==> src/rtl/ram_cache_bridge.sv <==
// Block refill / write-back bridge between a block-wide cache port and a word-wide RAM.
// Beats issue in ascending order from a captured request; RAM wait states stall, mem_req low aborts.
module ram_cache_bridge #(
  parameter int BLOCKS = 4,
  parameter int XLEN   = 32,
  parameter int ADDR_W = 32
) (
  input  logic                     clock,
  input  logic                     reset,
  input  logic                     mem_req,
  input  logic [ADDR_W-1:0]        mem_addr,
  input  logic                     mem_we,
  input  logic [BLOCKS*XLEN-1:0]   mem_write_block,
  output logic [BLOCKS*XLEN-1:0]   mem_read_block,
  output logic                     mem_miss,
  output logic                     ram_req,
  output logic [ADDR_W-1:0]        ram_addr,
  output logic                     ram_we,
  output logic [XLEN-1:0]          ram_write_word,
  input  logic [XLEN-1:0]          ram_read_word,
  input  logic                     ram_miss
);
  localparam int OFF  = $clog2(XLEN / 8);
  localparam int CW   = $clog2(BLOCKS);
  localparam int BW   = ADDR_W - CW - OFF;
  localparam int BLKW = BLOCKS * XLEN;

  typedef enum logic [1:0] {IDLE, XFER, DONE} state_t;

  state_t            state_q, state_d;
  logic [BW-1:0]     base_q, base_d;
  logic              we_q, we_d;
  logic [BLKW-1:0]   wblk_q, wblk_d;
  logic [BLKW-1:0]   rbuf_q, rbuf_d;
  logic [CW-1:0]     cnt_q, cnt_d;
  logic              last_beat;
  logic              unused_addr_bits;

  // Offset bits inside the block are irrelevant: beats always start at word 0.
  assign unused_addr_bits = &{1'b0, mem_addr[CW+OFF-1:0]};
  assign last_beat        = (cnt_q == CW'(BLOCKS - 1));

  always_ff @(posedge clock or posedge reset) begin
    if (reset) begin
      state_q <= IDLE;
      base_q  <= '0;
      we_q    <= 1'b0;
      wblk_q  <= '0;
      rbuf_q  <= '0;
      cnt_q   <= '0;
    end else begin
      state_q <= state_d;
      base_q  <= base_d;
      we_q    <= we_d;
      wblk_q  <= wblk_d;
      rbuf_q  <= rbuf_d;
      cnt_q   <= cnt_d;
    end
  end

  always_comb begin
    state_d        = state_q;
    base_d         = base_q;
    we_d           = we_q;
    wblk_d         = wblk_q;
    rbuf_d         = rbuf_q;
    cnt_d          = cnt_q;
    mem_miss       = mem_req;
    mem_read_block = '0;
    ram_req        = 1'b0;
    ram_we         = 1'b0;
    ram_addr       = '0;
    ram_write_word = '0;
    case (state_q)
      IDLE: begin
        if (mem_req) begin
          base_d = mem_addr[ADDR_W-1:CW+OFF];
          we_d   = mem_we;
          if (mem_we) wblk_d = mem_write_block;
          cnt_d   = '0;
          state_d = XFER;
        end
      end
      XFER: begin
        mem_miss       = 1'b1;
        ram_req        = mem_req;
        ram_we         = we_q;
        ram_addr       = ADDR_W'({base_q, cnt_q}) << OFF;
        ram_write_word = we_q ? wblk_q[int'(cnt_q)*XLEN +: XLEN] : '0;
        if (!mem_req) begin
          // Abort: partial read data stays in rbuf, no done cycle.
          state_d = IDLE;
        end else if (!ram_miss) begin
          if (!we_q) rbuf_d[int'(cnt_q)*XLEN +: XLEN] = ram_read_word;
          if (last_beat) state_d = DONE;
          else           cnt_d   = cnt_q + 1'b1;
        end
      end
      DONE: begin
        mem_miss       = 1'b0;
        mem_read_block = we_q ? '0 : rbuf_q;
        state_d        = IDLE;
      end
      default: state_d = IDLE;
    endcase
  end
endmodule

==> config.mk <==
export PLATFORM = sky130hd
export DESIGN_NAME = ram_cache_bridge
export DESIGN_NICKNAME = d
export VERILOG_FILES = /design/src/rtl/ram_cache_bridge.sv
export SDC_FILE = /design/constraint.sdc
export NUM_CORES = 1
export LEC_CHECK = 0
export CORE_AREA = 8 8 195 197
export CTS_BUF_LIST = sky130_fd_sc_hd__clkbuf_8 sky130_fd_sc_hd__clkbuf_16
export CTS_CLUSTER_DIAMETER = 60
export DETAILED_ROUTE_END_ITERATION = 16
export DIE_AREA = 0 0 203 205
export GPL_TIMING_DRIVEN = 0
export PLACE_DENSITY = 0.72
export SLEW_MARGIN = 25
export SYNTH_ARGS = -nofsm -noshare
export SYNTH_HDL_FRONTEND = slang
export SYNTH_SLANG_ARGS = --single-unit
==> constraint.sdc <==
create_clock -name clock -period 19.35 [get_ports clock]
set_input_delay 3.87 -clock clock [delete_from_list [all_inputs] [get_ports clock]]
set_output_delay 3.87 -clock clock [all_outputs]
set_load 0.01 [all_outputs]
==> impl_results.md, run 1 <==
- Mux share of post-synthesis cell area: 18.3%
- Hold Path Class: flop to flop
- Leakage Power: 0.00845 uW
- FFs w/ async S/R, synth: 100%
- DR vias/cell: 5.21
- Post-synthesis compound-gate area fraction: under 10%
- DRT Pass-1 Iters: 7
- Final Hold Viols: 0
- Max Clock Skew: 18.1 ps
- RSZ-0062 raised after global routing: no
- Initial antenna violation count: 2
- Synthesis Warnings: 0
- Multi-input logic area: around 5500 sq um
- Port bufs: 384
- Largest family of logic cells by synthesized area: multiplexers
- Max Fclk: 115 MHz
- Clock transition at path regs: 50 ps
- I/O pin count: 392
- Clock sink count: 289
- Bufs and invs on worst path: 2
- Setup CP Type: primary input to output pin
- Total power draw: 2800 uW
- Fin crit period: ~8700 ps
- Flops & latches, synth: 289
- Initial drt markers: 743
- Post-CTS sizing: 0
- Post-CTS Setup Bufs: 0
- DR vias: 11100
- CP Capture Type: output pin
- GRT Util Overall: about a fifth
- # Max-Cap Violations: 0
- First-pass GRT wire length: 70.2 mm
- Met1 WL: 17.5 mm
- Status: complete, no violations
- Die Ht: 205 microns
- DP HPWL: 34.8 mm
- WL final: 45.5 mm
- Worst-Margin Slew: ~740 ps
- Setup_tns: 0 ps
- Post-synthesis sequential area ratio: between 50% and 60%
- Power density cells: 144 nW/um^2
- Area growth from synthesis to layout: 41.5%
- Peak VDD IR: 102 uV
- Die area: between 40000 and 50000 sq um
- Crit-path leading delay family: buffers and inverters
- # setup viols final: 0
- Nets: 1844
- Critical path's slowest cell: clkdlybuf4s50_1
- Row cnt: 69
- Top routing layer in use: met5
- Starting density of the core: 39.4%
- Commonest non-fill, non-tap cell in the layout: clkdlybuf4s50_1
- Commonest cells after routing, fill and taps aside: clkdlybuf4s50_1, dfrtp_1, and2_1
- Vias in the first global route: ~12000
- CP cell instances: buf_2, mux2_2, clkdlybuf4s50_1
- Worst path arrival time: 4840 ps
- Num CTS Buffers: 36
- Largest net degree at the start of global routing: 96
- Routability-driven placement congestion ratio: 0.910
- Hold-fix buffers at CTS: 0
- Post-Synth XOR/XNOR Area: 0%
- Delay of the slowest critical-path stage: 540 ps
- Clk_lat worst skew: 510 ps
- Routed length on met3: 4.76 mm
- Post-synth EDFFs: 0
- Worst R2R Setup Slack: 16500 ps
- GRT Residual Overflow: 0
- Pins Over Slew Limit: 0
- Synth unique cells: 34
- Mean routed wirelength per cell: 21.4 microns
- Post-synthesis cell area: between 10000 and 15000 sq um
- Critical path fanouts, max: 10
- TritonCTS clock tree: built
- Met2 wire length: 22.1 mm
- CP required: between 15000 and 20000 ps
- Share of cells above drive strength 1: 19.3%
- Residual DRC: 0
- H-tree level count: 2
- Clock Path Buffers: 3
- Slew HR: 50.6%
- Fillers: around 3000
- Die X: 203 microns
- Synth Area in Adders: less than 1%
- Critical Path Start Type: primary input
- Core area: between 30000 and 40000 sq um
- Synthesized-area fraction occupied by and/or/nand/nor cells: 15.9%
- Final ANT Viol Nets: 0
- CTS Root Cell: clkbuf_16
- Ys flop type: dfrtp_1
- Register area: ~7200 sq um
- Tcrit/Tclk final: a little under half
- Mapped Avg Cell Area: 11.4 sq um
- Post-Syn Instances: about 1200
[power breakdown]
group | leakage [uW] | internal (uW) | total (uW) | switching (uW)
Clock | 0.000623 | 401 | 668 | 267
Combinational | 0.00447 | 586 | 1090 | 504
Sequential | 0.00336 | 892 | 1050 | 154
[path summary, 6_finish.rpt]
check | from | to | cells after the start
worst max-delay path | mem_req | mem_miss | 3
worst max register to register | cnt_q[1] | rbuf_q[25] | 9
max in group asynchronous | reset | base_q[17] | 4
worst min-delay path | wblk_q[69] | wblk_q[69] | 1
min in group asynchronous | reset | wblk_q[7] | 2
worst min register to register | wblk_q[69] | wblk_q[69] | 1
[cell usage after synthesis (6+ instances only)]
| cell type | number | area (sq um) |
|---|---|---|
| dfrtp_1 | 289 | 7230 |
| and3_1 | 32 | 200 |
| buf_4 | 6 | 45.0 |
| mux4_2 | 32 | 721 |
| o21ai_1 | 17 | 85.1 |
| and2_1 | 164 | 1030 |
| nand2_1 | 8 | 30.0 |
| clkbuf_1 | 34 | 128 |
| nand4_1 | 128 | 801 |
| inv_1 | 133 | 499 |
| mux2_2 | 158 | 1780 |
| buf_2 | 55 | 275 |
| o21ai_0 | 111 | 556 |
| ha_1 | 11 | 138 |
[cell families after synthesis]
logic type      Yosys count
buf+inv                 239
fa+ha+maj                11
mux                     192
compound gates          132
flops                   289
simple gates            346
other cells               1
[through the flow]
step	hold WS [ps]	cell area (sq um)	cells	setup WS, ps	utilization (%)
after floorplan	471	13800	1211	7500	-
after global placement	480	18200	2056	3690	52.0
after detailed placement	486	18300	2059	10630	52.3
after CTS	498	19500	2124	10630	55.7
after global routing	513	19500	2124	10610	55.7
final	496	19500	2125	10640	55.7
[cell type report]
class                   instances  share of cell area [%]
flip-flops and latches        289                    37.1
multi-input cells             683                    28.4
repair buffers                387                    20.2
clock buffers                  43                    5.18
well taps                     461                    2.96
plain buffers                 106                    2.65
inverters                     133                    2.60
clock inverters                22                   0.931
diodes                          1                  0.0128
[routing by layer]
layer	global-route usage (%)	vias up
met5	0	-
met1	25.1	5505
met3	8.00	78
li1	-	5025
met2	36.6	460
met4	5.78	2
[flip-flops by register name, summed over array words and instances, names as in the netlist]
register and cells:
we_q 1, cnt_q 2, wblk_q 128, state_q 2, rbuf_q 128, base_q 28
Power figures use the tool's default switching activity.
==> run 2, diff against run 1 <==
==> constraint.sdc (replaced) <==
create_clock -name clock -period 8.47 [get_ports clock]
set_input_delay 1.694 -clock clock [delete_from_list [all_inputs] [get_ports clock]]
set_output_delay 1.694 -clock clock [all_outputs]
set_load 0.01 [all_outputs]
==> impl_results.md, run 2 (synthesis gave the netlist of run 1 again) <==
- Status: complete, no violations
- Worst-Margin Slew: 699 ps (-41.9 ps)
- # Max-Cap Violations: 0 (unchanged)
- Critical Path Start Type: flop
- Die area: 41600 sq um (unchanged)
- Ant. Diodes: 0 (-1)
- Worst Hold Launch: wblk_q[96]
- Residual DRC: 0 (unchanged)
- I/O pin count: 392 (unchanged)
- Hold Path Sink: wblk_q[96]
- Final Hold Viols: 0 (unchanged)
- Worst r2r src: cnt_q[1]
- RR Endpoint: rbuf_q[26]
- Mean routed wirelength per cell: 21.4 microns (about the same)
- Setup_tns: 0 ps (unchanged)
- DR vias: 10900 (-1.1%)
- Die Ht: 205 microns (unchanged)
- Initial antenna violation count: 3 (+1)
- Clock sink count: 289 (unchanged)
- Core area: 35000 sq um (unchanged)
- Fin crit period: roughly 5000 ps
- Critical path fanouts, max: 10 (unchanged)
- TritonCTS clock tree: built
- Final ANT Viol Nets: 0 (unchanged)
- M1 GR Usage: 25.2% (+0.091 points)
- Multi-input logic area: 5530 sq um (unchanged)
- Setup CP Type: flop to output pin
- Worst R2R Setup Slack: 5490 ps (-11010 ps)
- Total power draw: 6430 uW (+130%)
- Vias in the first global route: 12000 (-0.77%)
- Slew HR: 53.4% (+2.8 points)
- Post-CTS Setup Bufs: 0 (unchanged)
- Fillers: 2973 (-2.0%)
- Pins Over Slew Limit: 0 (unchanged)
- Grt met3 use: 8.35% (+0.35 points)
- First-pass GRT wire length: 69.6 mm (-0.81%)
- Largest net degree at the start of global routing: 32 (-67%)
- Port bufs: 384 (unchanged)
- Hold-fix buffers at CTS: 0 (unchanged)
- Clock Path Buffers: 3 (unchanged)
- CTS Root Cell: clkbuf_16
- Commonest non-fill, non-tap cell in the layout: clkdlybuf4s50_1
- Tcrit/Tclk final: 58.5%
- DR vias/cell: 5.14 (-1.3%)
- Max Fclk: 202 MHz
- H-tree level count: 2 (unchanged)
- Nets: 1851 (+0.38%)
- Initial drt markers: 711 (-4.3%)
- Clk_lat worst skew: 500 ps (about the same)
- Share of cells above drive strength 1: 19.8% (+0.48 points)
- GRT Util Overall: 21.4% (about the same)
- Worst path arrival time: 3260 ps (-1580 ps)
- GRT Residual Overflow: 0 (unchanged)
- Most crowded layer after global routing: met2
- RSZ-0062 raised after global routing: no
- Power density cells: 327 nW/um^2 (+130%)
- Row cnt: 69 (unchanged)
- Max Clock Skew: 14.2 ps (-3.92 ps)
- Commonest cells after routing, fill and taps aside: clkdlybuf4s50_1, dfrtp_1, and2_1
- Hold Path Class: flop to flop
- Num CTS Buffers: 35 (-2.8%)
- CP required: 6780 ps (-8700 ps)
- Peak VDD IR: 221 uV (+120%)
- Die X: 203 microns (unchanged)
- Largest regs: rbuf_q: 128 flops, wblk_q: 128 flops, base_q: 28 flops
- WL final: 45.6 mm (+0.22%)
- Register area: 7230 sq um (unchanged)
- Area growth from synthesis to layout: 42.7%
- CP Capture Type: output pin
- Met2 GRT Util: 36.1% (-0.46 points)
- Hold path depth: 1 (unchanged)
- # setup viols final: 0 (unchanged)
- DRT Pass-1 Iters: 5 (-2)
- Routability-driven placement congestion ratio: 0.883 (-2.9%)
- Worst reg2reg path depth: 9 (unchanged)
- Leakage Power: 0.00851 uW (+0.71%)
- Clock transition at path regs: 60 ps (about the same)
- Starting density of the core: 39.4% (unchanged)
- DP HPWL: 35.4 mm (+1.6%)
- Post-CTS sizing: 0 (unchanged)
[run 2: how the worst max path moves through the flow]
stage / endpoint / start / cells after the start / slack (ps)
2_1_floorplan: base_q[0] / reset / 1 / 2940
3_3_place_gp: base_q[7] / reset / 2 / 780
3_5_place_dp: mem_read_block[27] / state_q[0] / 7 / 4020
4_1_cts: mem_read_block[27] / state_q[0] / 7 / 3450
5_1_grt: mem_read_block[35] / state_q[0] / 7 / 3330
6_report: mem_read_block[35] / state_q[0] / 7 / 3520
[run 2: worst max-delay path, stage by stage (launching register included)]
cell	delay (ps)
dfrtp_1	410
inv_1	120
ha_1	140
nor2b_1	200
clkbuf_1	560
clkbuf_1	500
and2_1	260
clkdlybuf4s50_1	550
[run 2: metrics by stage]
step,instance area (sq um),std cells,setup WS [ps],hold WS [ps],utilization (%)
floorplan,13800,1211,2940,471,-
global placement,18200,2056,783,479,52.0
detailed placement,18500,2067,4020,487,52.8
CTS,19700,2129,3450,501,56.2
global route,19700,2129,3330,507,56.2
finish,19700,2129,3520,498,56.2
[run 2: metal layers]
metal	routed length, microns	vias up	share of wire (%)
met5	0	-	0
met4	1060	0	2.3
met3	5070	71	11
met2	21900	492	48
met1	17600	5353	39
li1	-	5033	-
[run 2: final cells by class]
class	count	share of cell area, %
Buffer	106	2.62
Clock buffer	44	5.20
Clock inverter	18	0.904
Inverter	133	2.56
Multi-Input combinational cell	683	28.2
Sequential cell	289	36.8
Tap cell	461	2.93
Timing Repair Buffer	395	20.8
[run 2: report_power, final]
group	internal, uW	total, uW	switching (uW)
Clock	947	1550	599
Sequential	2040	2380	345
Combinational	1350	2500	1160
Total	4330	6430	2100
==> variant 1, RTL diff (settings of run 2) <==
Register the output `ram_addr`, without a reset; this adds one clock of latency there. The other outputs are not delayed to match.
--- a/src/rtl/ram_cache_bridge.sv
+++ b/src/rtl/ram_cache_bridge.sv
@@ -26,6 +26,8 @@
   localparam int BLKW = BLOCKS * XLEN;
 
   typedef enum logic [1:0] {IDLE, XFER, DONE} state_t;
+
+  logic [ADDR_W-1:0] ram_addr_d;
 
   state_t            state_q, state_d;
   logic [BW-1:0]     base_q, base_d;
@@ -69,7 +71,7 @@
     mem_read_block = '0;
     ram_req        = 1'b0;
     ram_we         = 1'b0;
-    ram_addr       = '0;
+    ram_addr_d     = '0;
     ram_write_word = '0;
     case (state_q)
       IDLE: begin
@@ -85,7 +87,7 @@
         mem_miss       = 1'b1;
         ram_req        = mem_req;
         ram_we         = we_q;
-        ram_addr       = ADDR_W'({base_q, cnt_q}) << OFF;
+        ram_addr_d     = ADDR_W'({base_q, cnt_q}) << OFF;
         ram_write_word = we_q ? wblk_q[int'(cnt_q)*XLEN +: XLEN] : '0;
         if (!mem_req) begin
           // Abort: partial read data stays in rbuf, no done cycle.
@@ -104,5 +106,9 @@
       default: state_d = IDLE;
     endcase
   end
+  always_ff @(posedge clock) begin
+    ram_addr <= ram_addr_d;
+  end
+
 endmodule
 
Check against the original RTL: not equivalent (a bounded check fails within 4 cycles, from zero or initial values and one cycle with reset high).
==> variant 1 against run 2 <==
  * Clock power fell by 3%
  * Worst setup slack better by 0.057 ns
  * Power grew 2.7%
  * First-iteration DRC count down 1.1%
  * Worst hold slack worse by 0.028 ns
  * Wire length grew 1.3%
  * Via count grew 1.2%
  * Sequential cell count is 30 higher
  * Synthesized area is 5.1% higher
  * Register-to-register slack gained 0.07 ns
  * Core utilization is 1.8 points higher
  * Final area grew 3.3%
  * Critical path depth unchanged
  * Largest cell class unchanged
  * Largest power group is now sequential cells
==> variant 1: results (changes against run 2) <==
- Via-to-Cell Ratio: 5.144 (about the same)
- Critical path data arrival time: 3.20 ns (-0.06 ns)
- Number of hold-slack violations in the final timing report: 0 (unchanged)
- Metal-1 WL: 17.78 mm (+0.93%)
- Run status: completed
- Most frequent cells after synthesis: sky130_fd_sc_hd__dfrtp_1 (289), sky130_fd_sc_hd__and2_1 (161), sky130_fd_sc_hd__mux2_2 (160)
- Post-placement worst setup slack: 4.076 ns (+0.05803 ns)
- Critical R2R Capture: rbuf_q[78]$_DFFE_PP0P_
- Portion of netlist area occupied by mux cells: 17.77% (-0.53 points)
- Via count of the first global-routing pass: 11.92k (-0.34%)
- Number of fill cells in the layout: 2925 (-1.6%)
- FFs w/ async S/R, synth: 90.60% (-9.4 points)
- Fraction of the mapped netlist area in compound gates: 4.487% (-0.37 points)
- Largest cells by area after synthesis: sky130_fd_sc_hd__dfrtp_1 (50%), sky130_fd_sc_hd__mux2_2 (12%), sky130_fd_sc_hd__and2_1 (7.0%)
- Post-synth cell types: 36 (+5.9%)
- Switching share of power: 32.27% (-0.38 points)
- All-layer global routing usage: 21.96% (+0.56 points)
- Number of antenna violations at the first check in global routing: 8 (+5)
- Standby leakage power: 8.808 nW (+3.5%)
- Instance area at placement: 0.01915 mm² (+3.8%)
- Total number of nets in the final design: 1876 (+1.4%)
- Max Clock Skew: 0.02014 ns (+0.005976 ns)
- Clk Latency, worst-skew pair: 0.52 ns (+0.02 ns)
- Part of the Yosys area used for sequential elements: 54.12% (+1.6 points)
- 1st-pass router iterations: 4 (-1)
- R2R setup slack: 5.56 ns (+0.07 ns)
- Worst-case vdd ir drop: 0.2095 mV (-5.3%)
- Maximum number of pins on one net before global-route repair: 33 (+3.1%)
- Routability congestion estimate: 0.9137 (+3.4%)
- Met2 routed wirelength: 22.33 mm (+2.0%)
- Syn avg cell area: 11.73 µm² (+3.1%)
- Post-Synth Adder-Cell Area: 0.9510% (-0.049 points)
- Timing endpoint of the critical path: mem_read_block[9]
- Top layer used by detailed routing: met5
- Total via count after detailed routing: 11.09k (+1.2%)
- Drt first-iter violations: 703 (-1.1%)
- Inserted Clock Buffers: 36 (+2.9%)
- Routed wire per std cell: 21.45 µm (about the same)
- Biggest registers after layout: rbuf_q: 128 flops, wblk_q: 128 flops, ram_addr: 30 flops
- Slew at the pin closest to its max-slew limit: 0.6623 ns (-0.03717 ns)
- Period Utilization, post-route: 57.79% (-0.67 points)
- Library cell contributing the largest single delay on the critical path: sky130_fd_sc_hd__clkdlybuf4s50_1
- Wire length of the first global-routing pass: 71.37 mm (+2.5%)
- Estimated wirelength of the detail-placed design: 35.68 mm (+0.74%)
## variant 1: how the worst min path moves through the flow
stage | slack (ns) | cells past startpoint | endpoint | start
floorplan | 0.45 | 1 | ram_addr[10]$_SDFF_PP0_ | base_q[6]$_DFFE_PP0P_
global placement | 0.45 | 1 | ram_addr[8]$_SDFF_PP0_ | base_q[4]$_DFFE_PP0P_
detailed placement | 0.46 | 1 | ram_addr[20]$_SDFF_PP0_ | base_q[16]$_DFFE_PP0P_
CTS | 0.47 | 1 | ram_addr[20]$_SDFF_PP0_ | base_q[16]$_DFFE_PP0P_
global route | 0.49 | 1 | ram_addr[17]$_SDFF_PP0_ | base_q[13]$_DFFE_PP0P_
finish | 0.47 | 1 | ram_addr[20]$_SDFF_PP0_ | base_q[16]$_DFFE_PP0P_
## variant 1: logic make-up after synthesis
logic type | count (synthesis)
AO/OA/AOI/OAI | 128
adder cells (fa/ha/maj) | 11
buffers and inverters | 235
flip-flops | 319
multiplexers | 196
other | 1
AND/OR/NAND/NOR | 344
## variant 1: cell type report
type	count	area, µm²	share of cell area [%]
plain buffers	106	610.6	3.008
well taps	461	576.8	2.842
inverters	129	488.0	2.404
diodes	1	2.502	0.01233
multi-input cells	681	5549	27.34
repair buffers	395	4094	20.17
flip-flops and latches	319	7833	38.59
clock buffers	43	1008	4.968
clock inverters	20	136.4	0.6719
## variant 1: power groups by stage
stage	Combinational (W)	Clock [W]	Sequential [W]
CTS	0.00253	0.00154	0.00261
finish	0.00249	0.00151	0.00261
global route	0.00271	0.00160	0.00269
detailed placement	0.00251	0	0.00262
global placement	0.00244	0	0.00260
floorplan	0.00152	0	0.00252
## variant 1: per-layer routing
layer / track usage, % / vias to the layer above
li1: - / 5099
met1: 25.82 / 5424
met2: 36.66 / 466
met3: 8.839 / 82
met4: 6.527 / 14
met5: 0 / -
==> variant 2, RTL diff (config.mk and constraints of run 2) <==
Made on the original files. `ADDR_W`: 32 -> 40.
--- a/src/rtl/ram_cache_bridge.sv
+++ b/src/rtl/ram_cache_bridge.sv
@@ -3,7 +3,7 @@
 module ram_cache_bridge #(
   parameter int BLOCKS = 4,
   parameter int XLEN   = 32,
-  parameter int ADDR_W = 32
+  parameter int ADDR_W = 40
 ) (
   input  logic                     clock,
   input  logic                     reset,
Interface: changed (resized mem_addr and ram_addr); port bits go from 392 to 408. The function was not compared with the original's and may differ.
==> variant 2 against run 2 <==
  * Synthesized area up 2.4%
  * Worst setup slack worse by 0.060 ns
  * Worst hold slack barely moved
  * Critical path depth is the same
  * Sequential share of layout area grew 0.37 points
  * Largest power group unchanged
  * Sequential cell count up 8
  * Non-clock buffer count grew 15
  * Fmax down 1.2%
  * Core utilization rose by 0.98 points
  * Via count increased by 3.7%
  * Wire length grew 4.1%
  * Power rose by 1.4%
  * Largest cell class unchanged
  * Final area up 1.7%
==> variant 2: results (changes against run 2) <==
- Drt first-iter violations: 754 (+6.0%)
- Routability congestion estimate: 0.8891 (+0.65%)
- All-layer global routing usage: 22.46% (+1.1 points)
- Total number of nets in the final design: 1898 (+2.5%)
- 1st-pass router iterations: 5 (unchanged)
- Number of hold-slack violations in the final timing report: 0 (unchanged)
- Met2 routed wirelength: 23.01 mm (+5.1%)
- Worst-path maximum fanout: 10 (unchanged)
- Gr ovfl total: 0 (unchanged)
- CTS max path bufs: 3 (unchanged)
- Count of cells resized by post-cts repair: 0 (unchanged)
- Top_reg_cell synth: sky130_fd_sc_hd__dfrtp_1
- Estimated wirelength of the detail-placed design: 36.93 mm (+4.3%)
- Metal-1 WL: 18.13 mm (+2.9%)
- Antenna Nets Post-Route: 0 (unchanged)
- Number of antenna violations at the first check in global routing: 5 (+2)
- Wire length of the first global-routing pass: 73.08 mm (+5.0%)
- Max Clock Skew: 0.01763 ns (+0.003469 ns)
- Clock-pin slew of the registers on the worst-case setup and hold paths: 0.06 ns (about the same)
- Clk root buf: sky130_fd_sc_hd__clkbuf_16
- Cell family with most CP delay: buffers and inverters
- Biggest registers after layout: rbuf_q: 128 flops, wblk_q: 128 flops, base_q: 36 flops
- Part of the Yosys area used for sequential elements: 52.72% (+0.19 points)
- Via-to-Cell Ratio: 5.241 (+1.9%)
- Clk Latency, worst-skew pair: 0.50 ns (about the same)
- Maximum number of pins on one net before global-route repair: 33 (+3.1%)
- Slowest stage delay, CP: 0.61 ns (+0.05 ns)
- Post-CTS setup repair buffer count: 0 (unchanged)
- Run status: completed
- Critical path data arrival time: 3.32 ns (+0.06 ns)
- Most frequent cells after synthesis: sky130_fd_sc_hd__dfrtp_1 (297), sky130_fd_sc_hd__and2_1 (172), sky130_fd_sc_hd__mux2_2 (166)
- Routed wire per std cell: 21.92 µm (+2.3%)
- Post-synth cell types: 34 (unchanged)
- Standby leakage power: 8.629 nW (+1.4%)
- Met3 WL: 4.976 mm (-1.8%)
- Library cell contributing the largest single delay on the critical path: sky130_fd_sc_hd__clkdlybuf4s50_1
- Largest cells by area after synthesis: sky130_fd_sc_hd__dfrtp_1 (53%), sky130_fd_sc_hd__mux2_2 (13%), sky130_fd_sc_hd__and2_1 (7.6%)
- Worst-case vdd ir drop: 0.1984 mV (-10%)
- Type of the worst min-delay path: reg -> reg
- Share of layout cells above drive strength 1: 18.97% (-0.82 points)
- Slew headroom: 43.78% (-9.6 points)
- I/O Buffers: 400 (+4.2%)
- Top layer used by detailed routing: met5
- Number of H-tree levels: 2 (unchanged)
- Via count of the first global-routing pass: 12.25k (+2.4%)
- FFs w/ async S/R, synth: 100.0% (unchanged)
- Yosys Warn Count: 0 (unchanged)
- Instance area at placement: 0.01889 mm² (+2.4%)
- Inserted Clock Buffers: 35 (unchanged)
-- variant 2: changes by cell type in the layout (fill, tap and decap cells not counted), sizes merged, moves of 4 or more --
cell / before / now
clkdlybuf4s50: 384 / 400
and2: 164 / 172
dfrtp: 289 / 297
mux2: 158 / 166
buf: 80 / 73
clkbuf: 81 / 85
-- variant 2: through the flow --
step | hold WS, ns | setup WS, ns | utilization, % | power [W] | std cells
after global placement | 0.4794 | 0.6408 | 53.44 | 0.004999 | 2096
after floorplan | 0.4713 | 2.831 | - | 0.003921 | 1235
after CTS | 0.4983 | 3.439 | 57.18 | 0.006574 | 2164
after detailed placement | 0.4857 | 3.979 | 54.04 | 0.005102 | 2106
after global routing | 0.5122 | 3.329 | 57.18 | 0.006917 | 2164
final | 0.4980 | 3.458 | 57.19 | 0.006520 | 2166
-- variant 2: final cells by class --
class                      instances  area (µm²)
multi-input combinational        699        5673
sequential                       297        7432
tap                              461       576.8
buffer                           106       498.0
timing repair buffer             410        4212
antenna                            2       5.005
clock inverter                    16       102.6
clock buffer                      42       994.7
inverter                         133       503.0
fill                            2966       14970
-- variant 2: power by group --
part / leakage, nW / switching [W] / total [W] / internal [W]
Combinational: 4.61 / 0.00122 / 0.00263 / 0.00141
Clock: 0.571 / 0.000581 / 0.00144 / 0.000859
Sequential: 3.45 / 0.000357 / 0.00245 / 0.00210
Total: 8.63 / 0.00216 / 0.00652 / 0.00436
-- variant 2: worst paths after layout --
kind	depth (start not counted)	slack, ns	to	startpoint
worst max register to register	8	5.55	rbuf_q[5]$_DFFE_PP0P_	cnt_q[0]$_DFFE_PP0P_
min in group asynchronous	2	1.65	rbuf_q[28]$_DFFE_PP0P_	reset
max in group asynchronous	6	5.56	base_q[23]$_DFFE_PP0P_	reset
worst min-delay path	1	0.50	base_q[9]$_DFFE_PP0P_	base_q[9]$_DFFE_PP0P_
worst min register to register	1	0.50	base_q[9]$_DFFE_PP0P_	base_q[9]$_DFFE_PP0P_
worst max-delay path	7	3.46	mem_read_block[31]	state_q[0]$_DFFE_PP0P_
-- variant 2: kinds of logic (layout without fill, tap and decap cells) --
kind of cell	Yosys count	in the layout	synth area share [%]
compound gates	132	132	4.748
fa+ha+maj	11	11	0.9762
buf+inv	239	707	7.073
flops	297	297	52.72
mux	200	200	18.51
other cells	1	4	0.02660
simple gates	354	354	15.95
-- variant 2: routing by layer --
layer  global-route usage, %  vias up
met5                       0        -
met4                   6.760        4
met3                   8.349       88
met2                   37.94      501
met1                   26.44     5633
li1                        -     5127
